## src/rtl/memory_stage_if.sv

```systemverilog
// Data-bus response channel between the memory stage and the data memory.
// The memory side drives the response pulse and read word.
`ifndef MEM_STAGE_CTRL_DEFS
`define MEM_STAGE_CTRL_DEFS
`define I_MEM_R 0
`define I_MEM_W 1
`define I_WEX   2
`define I_LB    3
`define I_LBU   4
`define I_LH    5
`define I_LHU   6
`define I_LWL   7
`define I_LWR   8
`define I_MAX   9
`endif

interface memory_stage_if;
  logic        data_data_ok;
  logic [31:0] data_rdata;

  modport master (
    input data_data_ok,
    input data_rdata
  );

  modport slave (
    output data_data_ok,
    output data_rdata
  );
endinterface

```

## src/rtl/memory_stage.sv

```systemverilog
// Pipeline memory stage: waits for the data response, aligns loads, registers the writeback payload.
// Optional MEM_LOAD_FWD_EN lets loads forward to decode in their completion cycle.
`ifndef MEM_STAGE_CTRL_DEFS
`define MEM_STAGE_CTRL_DEFS
`define I_MEM_R 0
`define I_MEM_W 1
`define I_WEX   2
`define I_LB    3
`define I_LBU   4
`define I_LH    5
`define I_LHU   6
`define I_LWL   7
`define I_LWR   8
`define I_MAX   9
`endif

module memory_stage (
  input  logic               clk,
  input  logic               resetn,
  memory_stage_if.master     dbus,
  input  logic               valid_i,
  input  logic [31:0]        pc_i,
  input  logic [31:0]        inst_i,
  input  logic [`I_MAX-1:0]  ctrl_i,
  input  logic [31:0]        result_i,
  input  logic [31:0]        eaddr_i,
  input  logic [31:0]        rdata2_i,
  input  logic [4:0]         waddr_i,
  input  logic               ready_i,
  output logic               done_o,
  output logic               valid_o,
  output logic [31:0]        pc_o,
  output logic [31:0]        inst_o,
  output logic [`I_MAX-1:0]  ctrl_o,
  output logic [31:0]        result_o,
  output logic [4:0]         waddr_o,
  output logic [4:0]         fwd_addr,
  output logic [31:0]        fwd_data,
  output logic               fwd_ok
);

  typedef enum logic [1:0] {IDLE, WAIT, HOLD} state_t;

  state_t             state_q, state_d;
  logic [31:0]        hold_q, hold_d;
  logic               valid_o_q, valid_o_d;
  logic [31:0]        pc_o_q, pc_o_d;
  logic [31:0]        inst_o_q, inst_o_d;
  logic [`I_MAX-1:0]  ctrl_o_q, ctrl_o_d;
  logic [31:0]        result_o_q, result_o_d;
  logic [4:0]         waddr_o_q, waddr_o_d;

  logic [1:0]  off;
  logic [7:0]  byte_sel;
  logic [15:0] half_sel;
  logic [5:0]  lwl_mask_sh;
  logic [31:0] aligned;
  logic [31:0] load_data;
  logic [31:0] sel_result;
  logic        mem_req;
  logic        unused_eaddr;

  assign unused_eaddr = ^eaddr_i[31:2];

  // Load alignment from the raw bus word.
  always_comb begin
    off         = eaddr_i[1:0];
    byte_sel    = dbus.data_rdata[{off, 3'b000} +: 8];
    half_sel    = off[1] ? dbus.data_rdata[31:16] : dbus.data_rdata[15:0];
    lwl_mask_sh = {1'b0, off, 3'b000} + 6'd8;
    aligned     = dbus.data_rdata;
    if (ctrl_i[`I_LB])
      aligned = {{24{byte_sel[7]}}, byte_sel};
    else if (ctrl_i[`I_LBU])
      aligned = {24'd0, byte_sel};
    else if (ctrl_i[`I_LH])
      aligned = {{16{half_sel[15]}}, half_sel};
    else if (ctrl_i[`I_LHU])
      aligned = {16'd0, half_sel};
    else if (ctrl_i[`I_LWL])
      aligned = (dbus.data_rdata << {~off, 3'b000}) |
                (rdata2_i & (32'hffff_ffff >> lwl_mask_sh));
    else if (ctrl_i[`I_LWR])
      aligned = (dbus.data_rdata >> {off, 3'b000}) |
                (rdata2_i & ~(32'hffff_ffff >> {off, 3'b000}));
  end

  always_comb begin
    mem_req    = valid_i && (ctrl_i[`I_MEM_R] || ctrl_i[`I_MEM_W]);
    // Once held, the bus word is stale; only the latched aligned value is trusted.
    load_data  = (state_q == HOLD) ? hold_q : aligned;
    sel_result = ctrl_i[`I_MEM_R] ? load_data : result_i;
    done_o     = !mem_req || (state_q == HOLD) || dbus.data_data_ok;

    fwd_addr = valid_i ? waddr_i : 5'd0;
    fwd_data = sel_result;
`ifdef MEM_LOAD_FWD_EN
    fwd_ok   = valid_i && done_o && ctrl_i[`I_WEX];
`else
    fwd_ok   = valid_i && done_o && ctrl_i[`I_WEX] && !ctrl_i[`I_MEM_R];
`endif
  end

  always_comb begin
    state_d = state_q;
    hold_d  = hold_q;
    case (state_q)
      IDLE: begin
        if (mem_req) begin
          if (!dbus.data_data_ok) begin
            state_d = WAIT;
          end else if (!ready_i) begin
            state_d = HOLD;
            hold_d  = aligned;
          end
        end
      end
      WAIT: begin
        if (dbus.data_data_ok) begin
          if (ready_i) begin
            state_d = IDLE;
          end else begin
            state_d = HOLD;
            hold_d  = aligned;
          end
        end
      end
      HOLD: begin
        if (ready_i) state_d = IDLE;
      end
      default: state_d = IDLE;
    endcase
  end

  always_comb begin
    valid_o_d  = valid_o_q;
    pc_o_d     = pc_o_q;
    inst_o_d   = inst_o_q;
    ctrl_o_d   = ctrl_o_q;
    result_o_d = result_o_q;
    waddr_o_d  = waddr_o_q;
    if (ready_i) begin
      valid_o_d  = valid_i && done_o;
      pc_o_d     = pc_i;
      inst_o_d   = inst_i;
      ctrl_o_d   = ctrl_i;
      result_o_d = sel_result;
      waddr_o_d  = waddr_i;
    end
  end

  always_ff @(posedge clk or negedge resetn) begin
    if (!resetn) begin
      state_q    <= IDLE;
      hold_q     <= '0;
      valid_o_q  <= 1'b0;
      pc_o_q     <= '0;
      inst_o_q   <= '0;
      ctrl_o_q   <= '0;
      result_o_q <= '0;
      waddr_o_q  <= '0;
    end else begin
      state_q    <= state_d;
      hold_q     <= hold_d;
      valid_o_q  <= valid_o_d;
      pc_o_q     <= pc_o_d;
      inst_o_q   <= inst_o_d;
      ctrl_o_q   <= ctrl_o_d;
      result_o_q <= result_o_d;
      waddr_o_q  <= waddr_o_d;
    end
  end

  assign valid_o  = valid_o_q;
  assign pc_o     = pc_o_q;
  assign inst_o   = inst_o_q;
  assign ctrl_o   = ctrl_o_q;
  assign result_o = result_o_q;
  assign waddr_o  = waddr_o_q;

endmodule

```

## src/flat_wrapper.sv

```systemverilog
// flat-port wrapper written by rule: the top's interface ports become plain ports
module memory_stage_flat 
  (clk, resetn, valid_i, pc_i, inst_i, ctrl_i, result_i, eaddr_i, rdata2_i, waddr_i, ready_i, done_o, valid_o, pc_o, inst_o, ctrl_o, result_o, waddr_o, fwd_addr, fwd_data, fwd_ok, dbus_data_data_ok, dbus_data_rdata);
  memory_stage_if dbus_i ();
  input  logic clk;
  input  logic resetn;
  input  logic valid_i;
  input  logic [31:0] pc_i;
  input  logic [31:0] inst_i;
  input  logic [`I_MAX-1:0] ctrl_i;
  input  logic [31:0] result_i;
  input  logic [31:0] eaddr_i;
  input  logic [31:0] rdata2_i;
  input  logic [4:0] waddr_i;
  input  logic ready_i;
  output logic done_o;
  output logic valid_o;
  output logic [31:0] pc_o;
  output logic [31:0] inst_o;
  output logic [`I_MAX-1:0] ctrl_o;
  output logic [31:0] result_o;
  output logic [4:0] waddr_o;
  output logic [4:0] fwd_addr;
  output logic [31:0] fwd_data;
  output logic fwd_ok;
  input wire logic [$bits(dbus_i.data_data_ok)-1:0] dbus_data_data_ok;
  input wire logic [$bits(dbus_i.data_rdata)-1:0] dbus_data_rdata;
  assign dbus_i.data_data_ok = dbus_data_data_ok;
  assign dbus_i.data_rdata = dbus_data_rdata;
  memory_stage u_core (.clk(clk), .resetn(resetn), .dbus(dbus_i), .valid_i(valid_i), .pc_i(pc_i), .inst_i(inst_i), .ctrl_i(ctrl_i), .result_i(result_i), .eaddr_i(eaddr_i), .rdata2_i(rdata2_i), .waddr_i(waddr_i), .ready_i(ready_i), .done_o(done_o), .valid_o(valid_o), .pc_o(pc_o), .inst_o(inst_o), .ctrl_o(ctrl_o), .result_o(result_o), .waddr_o(waddr_o), .fwd_addr(fwd_addr), .fwd_data(fwd_data), .fwd_ok(fwd_ok));
endmodule
```

## config.mk

```make
export PLATFORM = sky130hd
export DESIGN_NAME = memory_stage_flat
export DESIGN_NICKNAME = d
export VERILOG_FILES = /design/src/rtl/memory_stage_if.sv /design/src/rtl/memory_stage.sv /design/src/flat_wrapper.sv
export SDC_FILE = /design/constraint.sdc
export NUM_CORES = 1
export LEC_CHECK = 0
export ABC_CLOCK_PERIOD_IN_PS = 1700
export CORE_MARGIN = 2
export CORE_UTILIZATION = 35
export CTS_CLUSTER_SIZE = 30
export DETAILED_ROUTE_END_ITERATION = 10
export PLACE_DENSITY_LB_ADDON = 0.15
export SYNTH_ARGS = -nofsm -noshare
export SYNTH_HDL_FRONTEND = slang
export SYNTH_SLANG_ARGS = --single-unit
```

## constraint.sdc

```tcl
create_clock -name clk -period 1.7 [get_ports clk]
set_clock_uncertainty 0.2 [all_clocks]
set_input_delay 0.17 -clock clk [delete_from_list [all_inputs] [get_ports clk]]
set_output_delay 0.17 -clock clk [all_outputs]
set_load 0.02 [all_outputs]
```

==> Word level (Yosys, flattened, before mapping) <==
Cells that the tools add are included.
{ "totals": {"wordCells": 60, "inputBits": 211, "ram_bits": 0, "memories": 0, "ff_bits": 145, "rom_bits": 0, "output_inout_bits": 150, "latchBits": 0} }
{ "op_classes": {"order_cmp": 0, "n_reduce_logical": 13, "n_bitwise": 6, "multipliers": 0, "n_eq_ne": 6, "mux": 21, "addsub": 1, "n_shift": 5, "div_mod_pow": 0} }
{ "ops": {"columns": ["cell", "n"], "rows": [
  ["$mux W32", 11],
  ["$and A32 B32 Y32", 2],
  ["$or A32 B32 Y32", 2],
  ["$pmux W32 S2", 1],
  ["$not A32 Y32", 1],
  ["$shiftx A32 B6 Y8", 1],
  ["$shl A32 B5 Y32", 1],
  ["$shr A32 B5 Y32", 1],
  ["$shr A32 B5 Y32 const A", 1],
  ["$shr A32 B6 Y32 const A", 1],
  ["$mux W16", 1],
  ["$mux W2", 6],
  ["$add A5 B4 Y6 const B", 1],
  ["$pmux W2 S3", 1],
  ["$mux W5", 1],
  ["$logic_and A1 B1 Y1", 4],
  ["$ne A2 B2 Y1 const B", 2],
  ["$reduce_and A4 Y1", 1],
  ["$logic_or A1 B1 Y1", 3],
  ["$ne A3 B3 Y1 const B", 1],
  ["$eq A2 B1 Y1 const B", 1],
  ["$eq A2 B2 Y1 const B", 1],
  ["$logic_not A1 Y1", 2],
  ["$logic_not A2 Y1", 1],
  ["other kinds (4)", 4]
]} }

==> Longest topological paths before layout <==
Gate-level depths: netlist of the first run.
{ "depth": {"ltp_word": 14, "mapped_depth": 8, "mapped_depth_nobuf": 4} }

==> Worst setup path before layout of the first run <==
Ideal clock, no wire load.
{ "synth_path": {"path_kind": "register to output", "start": "register u_core.state_q[1]", "end": "output fwd_data[27]", "path_slack_ns": -0.485, "path_stages_with_launch": 6, "required_ns": 1.330, "n_path_buf": 2, "arrival_ns": 1.815, "cell_sequence": "dfrtp_1 nand2b_1 clkbuf_1 clkbuf_1 nor2_1 o31ai_1"} }
{ "synth_between": {"elab_chain_len": 3} }
{ "synth_lines": {"columns": ["item", "line_no", "rtl"], "rows": [
  ["from (decl)", "memory_stage.sv:44", "state_t state_q, state_d;"],
  ["from (signal assigned)", "memory_stage.sv:163", "state_q <= state_d;"],
  ["$eq A2 B2 Y1", "memory_stage.sv:91", "load_data = (state_q == HOLD) ? hold_q : aligned;"],
  ["$mux W32", "memory_stage.sv:91", null],
  ["$mux W32", "memory_stage.sv:92", "sel_result = ctrl_i[`I_MEM_R] ? load_data : result_i;"],
  ["to (decl)", "flat_wrapper.sv:24", "output logic [31:0] fwd_data;"]
]} }
No other way between the ends.

==> Worst setup path in the final report of the first run <==
{ "layout_path": {"start": "register u_core.state_q[1]", "end": "output fwd_data[8]"} }
Same word-level chain as after synthesis.

==> metrics, run 1 <==
outcome=finished, violations left; failing checks=negative setup slack; Inserted Clock Buffers=17; Synth top cells by count=dfrtp_1 (145), mux2_2 (95), a21oi_1 (75), nor2_1 (75), nand2b_1 (45); WHS=0.003157 ns; 1st-iter DRT viols=between 800 and 900; worst setup margin=-0.6412 ns; max_cap viols=0; CP required=1.33 ns; WP data arrival=1.97 ns; CP Class=flop to output port; setup violators final=99; critical path, cell by cell=buf_4, buf_6, buf_6, nor2b_4, buf_6, nor2_4, buf_12, a31oi_2, buf_4; Layout Utilization=roughly 67%; largest net degree at the start of global routing=slightly above 60; FMAX=0.4271 GHz; Distinct cells, synth=49; RSZ-0062 raised after global routing=true; Pwr Density=slightly below 800 mW/mm2; nets=around 1700; Comb pwr share=between 30% and 40%; input/output buffers=330; cell-internal power=about 8.6 mW; area grow syn2layout=86.90%; H-tree levels=4; #FFs+latches synth=about 150; IO Pins=approximately 360; Hold Fails Final Rpt=0; DRC Markers=0; clk_lat worst skew=approximately 0.42 ns; hpwl dp=~26 mm; leakage power=7.115 nW; worst-path maximum fanout=8; Rows=just under 60; dominant synthesized flop cell=dfrtp_1; Clk pwr share=28.6%; cell family with most CP delay=buffers and inverters; vias post-DR=about 9900; via density per instance=about 5.5; Placed Instances=1691; Antenna Nets Post-Route=0; Core Area=~0.025 mm2; most numerous cell on the critical path=buf_6; share of post-route cells with drive strength above 1=about 44%; root buf cell=clkbuf_16; Cells after Synth=approximately 900; Synth top area share=about two fifths; period utilization=137.7%; Peak VDD IR=~580 uV; Pre-Repair DR Iteration Count=5; Starting Density=a little over a third; initial antenna violation count=0; total global-route track usage=between 20% and 30%; die area=0.02728 mm2; Non-Filler Instances=approximately 1800; Synth area leaders=dfrtp_1 (40%), mux2_2 (12%), mux4_2 (5.9%), a21oi_1 (4.1%), mux2i_1 (3.3%); number of diodes=0; sequential share of power=32.6%; routability cong.=0.8873; Yosys top cell by area=dfrtp_1; most numerous cell in the Yosys netlist=dfrtp_1; Post-Syn Area=0.009091 mm2; WP depth=9; Critical Path Slowest Stage Cell=dfrtp_1; CTS sink cnt=between 100 and 150; CTS tree=built; ys async rst share=100.0%; worst hold path class=input pin to asynchronous set/reset pin; Vert. Die Dim=between 150 and 200 um; Fin Setup TNS=-32.05 ns; Critical path buffers and inverters=6; first-pass GRT wire length=56.84 mm; Yosys warnings=0; Pwr Total=13.05 mW; Worst-Margin Slew=~0.52 ns; CTS clock-pin slew for the worst setup and hold paths=approximately 0.07 ns; Worst Setup End Kind=output port; Routed wire per std cell=around 22 um; switching share of total power=~34%; vias in the first global route=around 10000; width of the die=between 150 and 200 um; syn_nets=about 1100; Slew Limit Headroom=about two thirds; sequential fraction of the synthesis area=between 30% and 40%; Net Sw Power=approximately 4.4 mW; crit-path max cell delay=around 0.41 ns; min Tclk post-route=2.341 ns; Setup crit start kind=flop; CTS max path bufs=2; mean post-synth cell area=approximately 10 um2; Post-synth EDFFs=0; GRT overflow=0; Final Slew Violations=0; routed wire length=38.60 mm; reg2reg path depth=13
per-stage QoR:
stage	area, um2	worst slack [ns]
detailed placement	14850	-1.339
CTS	16430	-0.6454
finish	16990	-0.6412
global route	16990	-0.6934
global placement	14850	-1.329
floorplan	9707	-0.1870
power by group through the flow:
stage	Sequential, mW	Combinational, mW	Clock, mW
final	4.25	5.07	3.73
after global placement	4.29	4.55	0
after global routing	4.31	5.39	3.97
after detailed placement	4.31	4.60	0
after floorplan	4.65	1.86	0
after CTS	4.24	4.80	3.81
routing by layer:
layer	up-vias	GRT usage [%]	wire, um
met5	-	0	0
met4	0	10.55	1302
met3	76	5.420	2740
met2	414	44.17	18740
met1	4922	35.87	15810
li1	4496	-	-
sequential cells by signal (all words and copies together), names as in the netlist:
register,count
u_core.ctrl_o,9
u_core.hold_q,32
u_core.inst_o,32
u_core.pc_o,32
u_core.result_o,32
u_core.state_q,2
u_core.valid_o,1
u_core.waddr_o,5
logic make-up (layout without fill, tap and decap cells):
| kind of cell | Yosys count | in the layout | share of synthesized area [%] |
|---|---|---|---|
| mux | 152 | 152 | 21.57 |
| flops | 145 | 145 | 39.91 |
| simple gates | 239 | 239 | 13.32 |
| compound gates | 259 | 259 | 20.48 |
| buf+inv | 92 | 663 | 4.721 |
what timing repair did:
action                                  in CTS  in global routing
gates resized for setup                    501                 56
endpoints found under the setup margin     214                 99
cloned                                       7                  6
hold buffers                                 2                  0
endpoints found under the hold margin      146                  0
buffers inserted                            37                 17
pin swaps                                   46                 25
cell type report:
cell class	count	area, um2
multi-input cells	650	6264
clock inverters	14	142.6
well taps	330	412.9
flip-flops and latches	145	3628
clock buffers	17	425.4
repair buffers	618	6066
fillers	1982	8335
inverters	14	52.55
cells in the final DEF (no fill, tap or decap), types with 16 or more instances in the layout:
cell type,n
dlygate4sd2_1,145
o211ai_1,17
a21oi_2,29
nand2_1,34
nand3_1,32
o21ai_0,16
a21oi_1,45
clkdlybuf4s50_1,129
dfrtp_1,145
clkbuf_16,22
mux2_2,87
nor2_1,71
nand2b_1,42
buf_4,209
buf_6,57
mux2i_1,27
buf_12,30
mux4_2,24
final timing paths:
kind,slack [ns],end,start
max,-0.64,fwd_data[8],u_core.state_q[1]
min,0.003,u_core.inst_o[14],resetn
max reg2reg,-0.50,u_core.valid_o,u_core.state_q[1]
min reg2reg,0.30,u_core.inst_o[11],u_core.inst_o[11]
max in group asynchronous,0.68,u_core.hold_q[16],resetn
min in group clk,0.09,u_core.ctrl_o[3],ctrl_i[3]
worst reg2reg max path: cells and delay by family, from the launching register on:
family                 cells  cell delay, ns
AO/OA/AOI/OAI              1            0.07
buffers and inverters     10            1.10
flip-flops                 1            0.41
AND/OR/NAND/NOR            2            0.30
Power figures use the tool's default switching activity.
==> run 2, diff against run 1 <==
Settings changed: CORE_UTILIZATION 35 to 40, SLEW_MARGIN from default to 15.
==> metrics, run 2 (synthesis results as in run 1) <==
nets=1679 (+1.3%); IO Pins=361 (unchanged); initial antenna violation count=0 (unchanged); WP data arrival=2.02 ns (+0.05 ns); input/output buffers=330 (unchanged); Worst Setup End Kind=output port; WL met1=15.31 mm (-3.2%); DRC Markers=0 (unchanged); Routed wire per std cell=22.25 um (+3.1%); worst-path maximum fanout=11 (+3); Layout Utilization=76.89% (+9.8 points); clk_lat worst skew=0.43 ns (about the same); area grow syn2layout=90.31%; total global-route track usage=30.26% (+3.0 points); Inserted Clock Buffers=17 (unchanged); wire length on met3=3.009 mm (+9.8%); routability cong.=0.9495 (+7.0%); GRT overflow=0 (unchanged); CTS max path bufs=2 (unchanged); width of the die=154.8 um (-6.3%); WHS=0.009295 ns (+0.006138 ns); Worst-Margin Slew=0.5181 ns (+0.0003930 ns); Core Area=0.02250 mm2 (-11%); RSZ-0062 raised after global routing=true; 1st-iter DRT viols=791 (-5.6%); CTS clock-pin slew for the worst setup and hold paths=0.07 ns (about the same); root buf cell=clkbuf_16; Hold Fails Final Rpt=0 (unchanged); met2 wire length=19.46 mm (+3.8%); Vert. Die Dim=154.8 um (-6.3%); outcome=finished, violations left; leading cell type in the layout, fill and taps excluded=buf_4; largest net degree at the start of global routing=65 (+4.8%); Antenna Nets Post-Route=0 (unchanged); CP required=1.33 ns (about the same); Pwr Density=771.8 mW/mm2 (+0.50%); most frequent cells in the layout=buf_4 (239), dfrtp_1 (145), clkdlybuf4s50_1 (129); CTS sink cnt=145 (unchanged); worst setup margin=-0.6928 ns (-0.05158 ns); CTS tree=built; die area=0.02395 mm2 (-12%); Final Slew Violations=0 (unchanged); number of diodes=0 (unchanged); Top Layer Used=met4; routed wire length=39.30 mm (+1.8%); FMAX=0.4179 GHz (-2.2%); vias post-DR=10296 (+3.9%); Slew Limit Headroom=64.47% (-0.98 points); max_cap viols=0 (unchanged); period utilization=140.8% (+3.0 points); Setup crit start kind=flop; share of post-route cells with drive strength above 1=45.58% (+2.0 points); vias in the first global route=10120 (+1.3%); Starting Density=40.40% (+4.5 points); CP Class=flop to output port; hpwl dp=26.37 mm (about the same); Pre-Repair DR Iteration Count=5 (unchanged); first-pass GRT wire length=56.40 mm (-0.78%); leakage power=7.451 nW (+4.7%); Peak VDD IR=602.7 uV (+3.4%); via density per instance=5.830 (+5.2%); failing checks=negative setup slack; Rows=55 (-5.2%); min Tclk post-route=2.393 ns (+0.05158 ns); setup violators final=96 (-3.0%); H-tree levels=4 (unchanged); worst hold path class=input pin to flop
-- run 2: cell count changes in the layout (fill, tap and decap cells not counted), moves of 7 or more --
cell,before,now
o31ai_1,15,8
a21oi_2,29,22
dlygate4sd2_1,145,112
buf_4,209,239
a21oi_1,45,53
buf_12,30,37
dlymetal6s2s_1,0,29
clkdlybuf4s15_2,12,4
-- run 2: cell type report --
| type | instances | area, um2 |
|---|---|---|
| clock inverter | 15 | 167.7 |
| tap | 285 | 356.6 |
| clock buffer | 17 | 425.4 |
| timing repair buffer | 640 | 6294 |
| sequential | 145 | 3628 |
| inverter | 14 | 52.55 |
| multi-input combinational | 650 | 6377 |
| fill | 1465 | 5201 |
-- run 2: power breakdown --
part	switching, mW	leakage, nW	internal, mW
combinational	2.58	5.47	2.65
sequential	0.293	1.69	3.97
clock	1.76	0.291	2.10
-- run 2: path summary, 6_finish.rpt --
| kind | start | to | slack (ns) | depth (start not counted) |
|---|---|---|---|---|
| min | ctrl_i[3] | u_core.ctrl_o[3] | 0.009 | 3 |
| max reg2reg | u_core.state_q[1] | u_core.hold_q[20] | -0.44 | 8 |
| max | u_core.state_q[1] | fwd_data[16] | -0.69 | 7 |
| max in group asynchronous | resetn | u_core.hold_q[13] | 0.65 | 3 |
| min in group asynchronous | resetn | u_core.ctrl_o[4] | 0.05 | 2 |
| min reg2reg | u_core.inst_o[20] | u_core.inst_o[20] | 0.30 | 1 |
-- run 2: repair_timing --
action	CTS	global route
hold endpoints to repair	146	0
cloned	6	4
pin swaps	54	39
hold buffers	2	0
buffers inserted	57	23
gates resized for setup	473	130
endpoints found under the setup margin	214	131
-- run 2: metal layers --
layer / up-vias / GRT usage [%]
li1: 4529 / -
met4: 0 / 13.14
met2: 553 / 49.26
met1: 5113 / 38.71
met5: - / 1.656
met3: 101 / 6.837
-- run 2: critical path: stages, from the launching register on --
cell and delay (ns):
dfrtp_1 0.42, nand2b_4 0.18, o221ai_4 0.13, buf_12 0.17
buf_12 0.16, a211oi_4 0.24, a21oi_2 0.11, buf_4 0.17
-- run 2: stage by stage --
stage	std cells	power [mW]	setup TNS, ns	worst slack (ns)	instance area (um2)
2_1_floorplan	887	6.514	-7.681	-0.1870	9707
3_3_place_gp	1647	8.799	-90.35	-1.332	14810
3_5_place_dp	1647	8.879	-94.25	-1.346	14810
4_1_cts	1743	13.00	-28.94	-0.6493	16520
5_1_grt	1766	13.88	-36.58	-0.7139	17300
6_report	1766	13.35	-32.49	-0.6928	17300
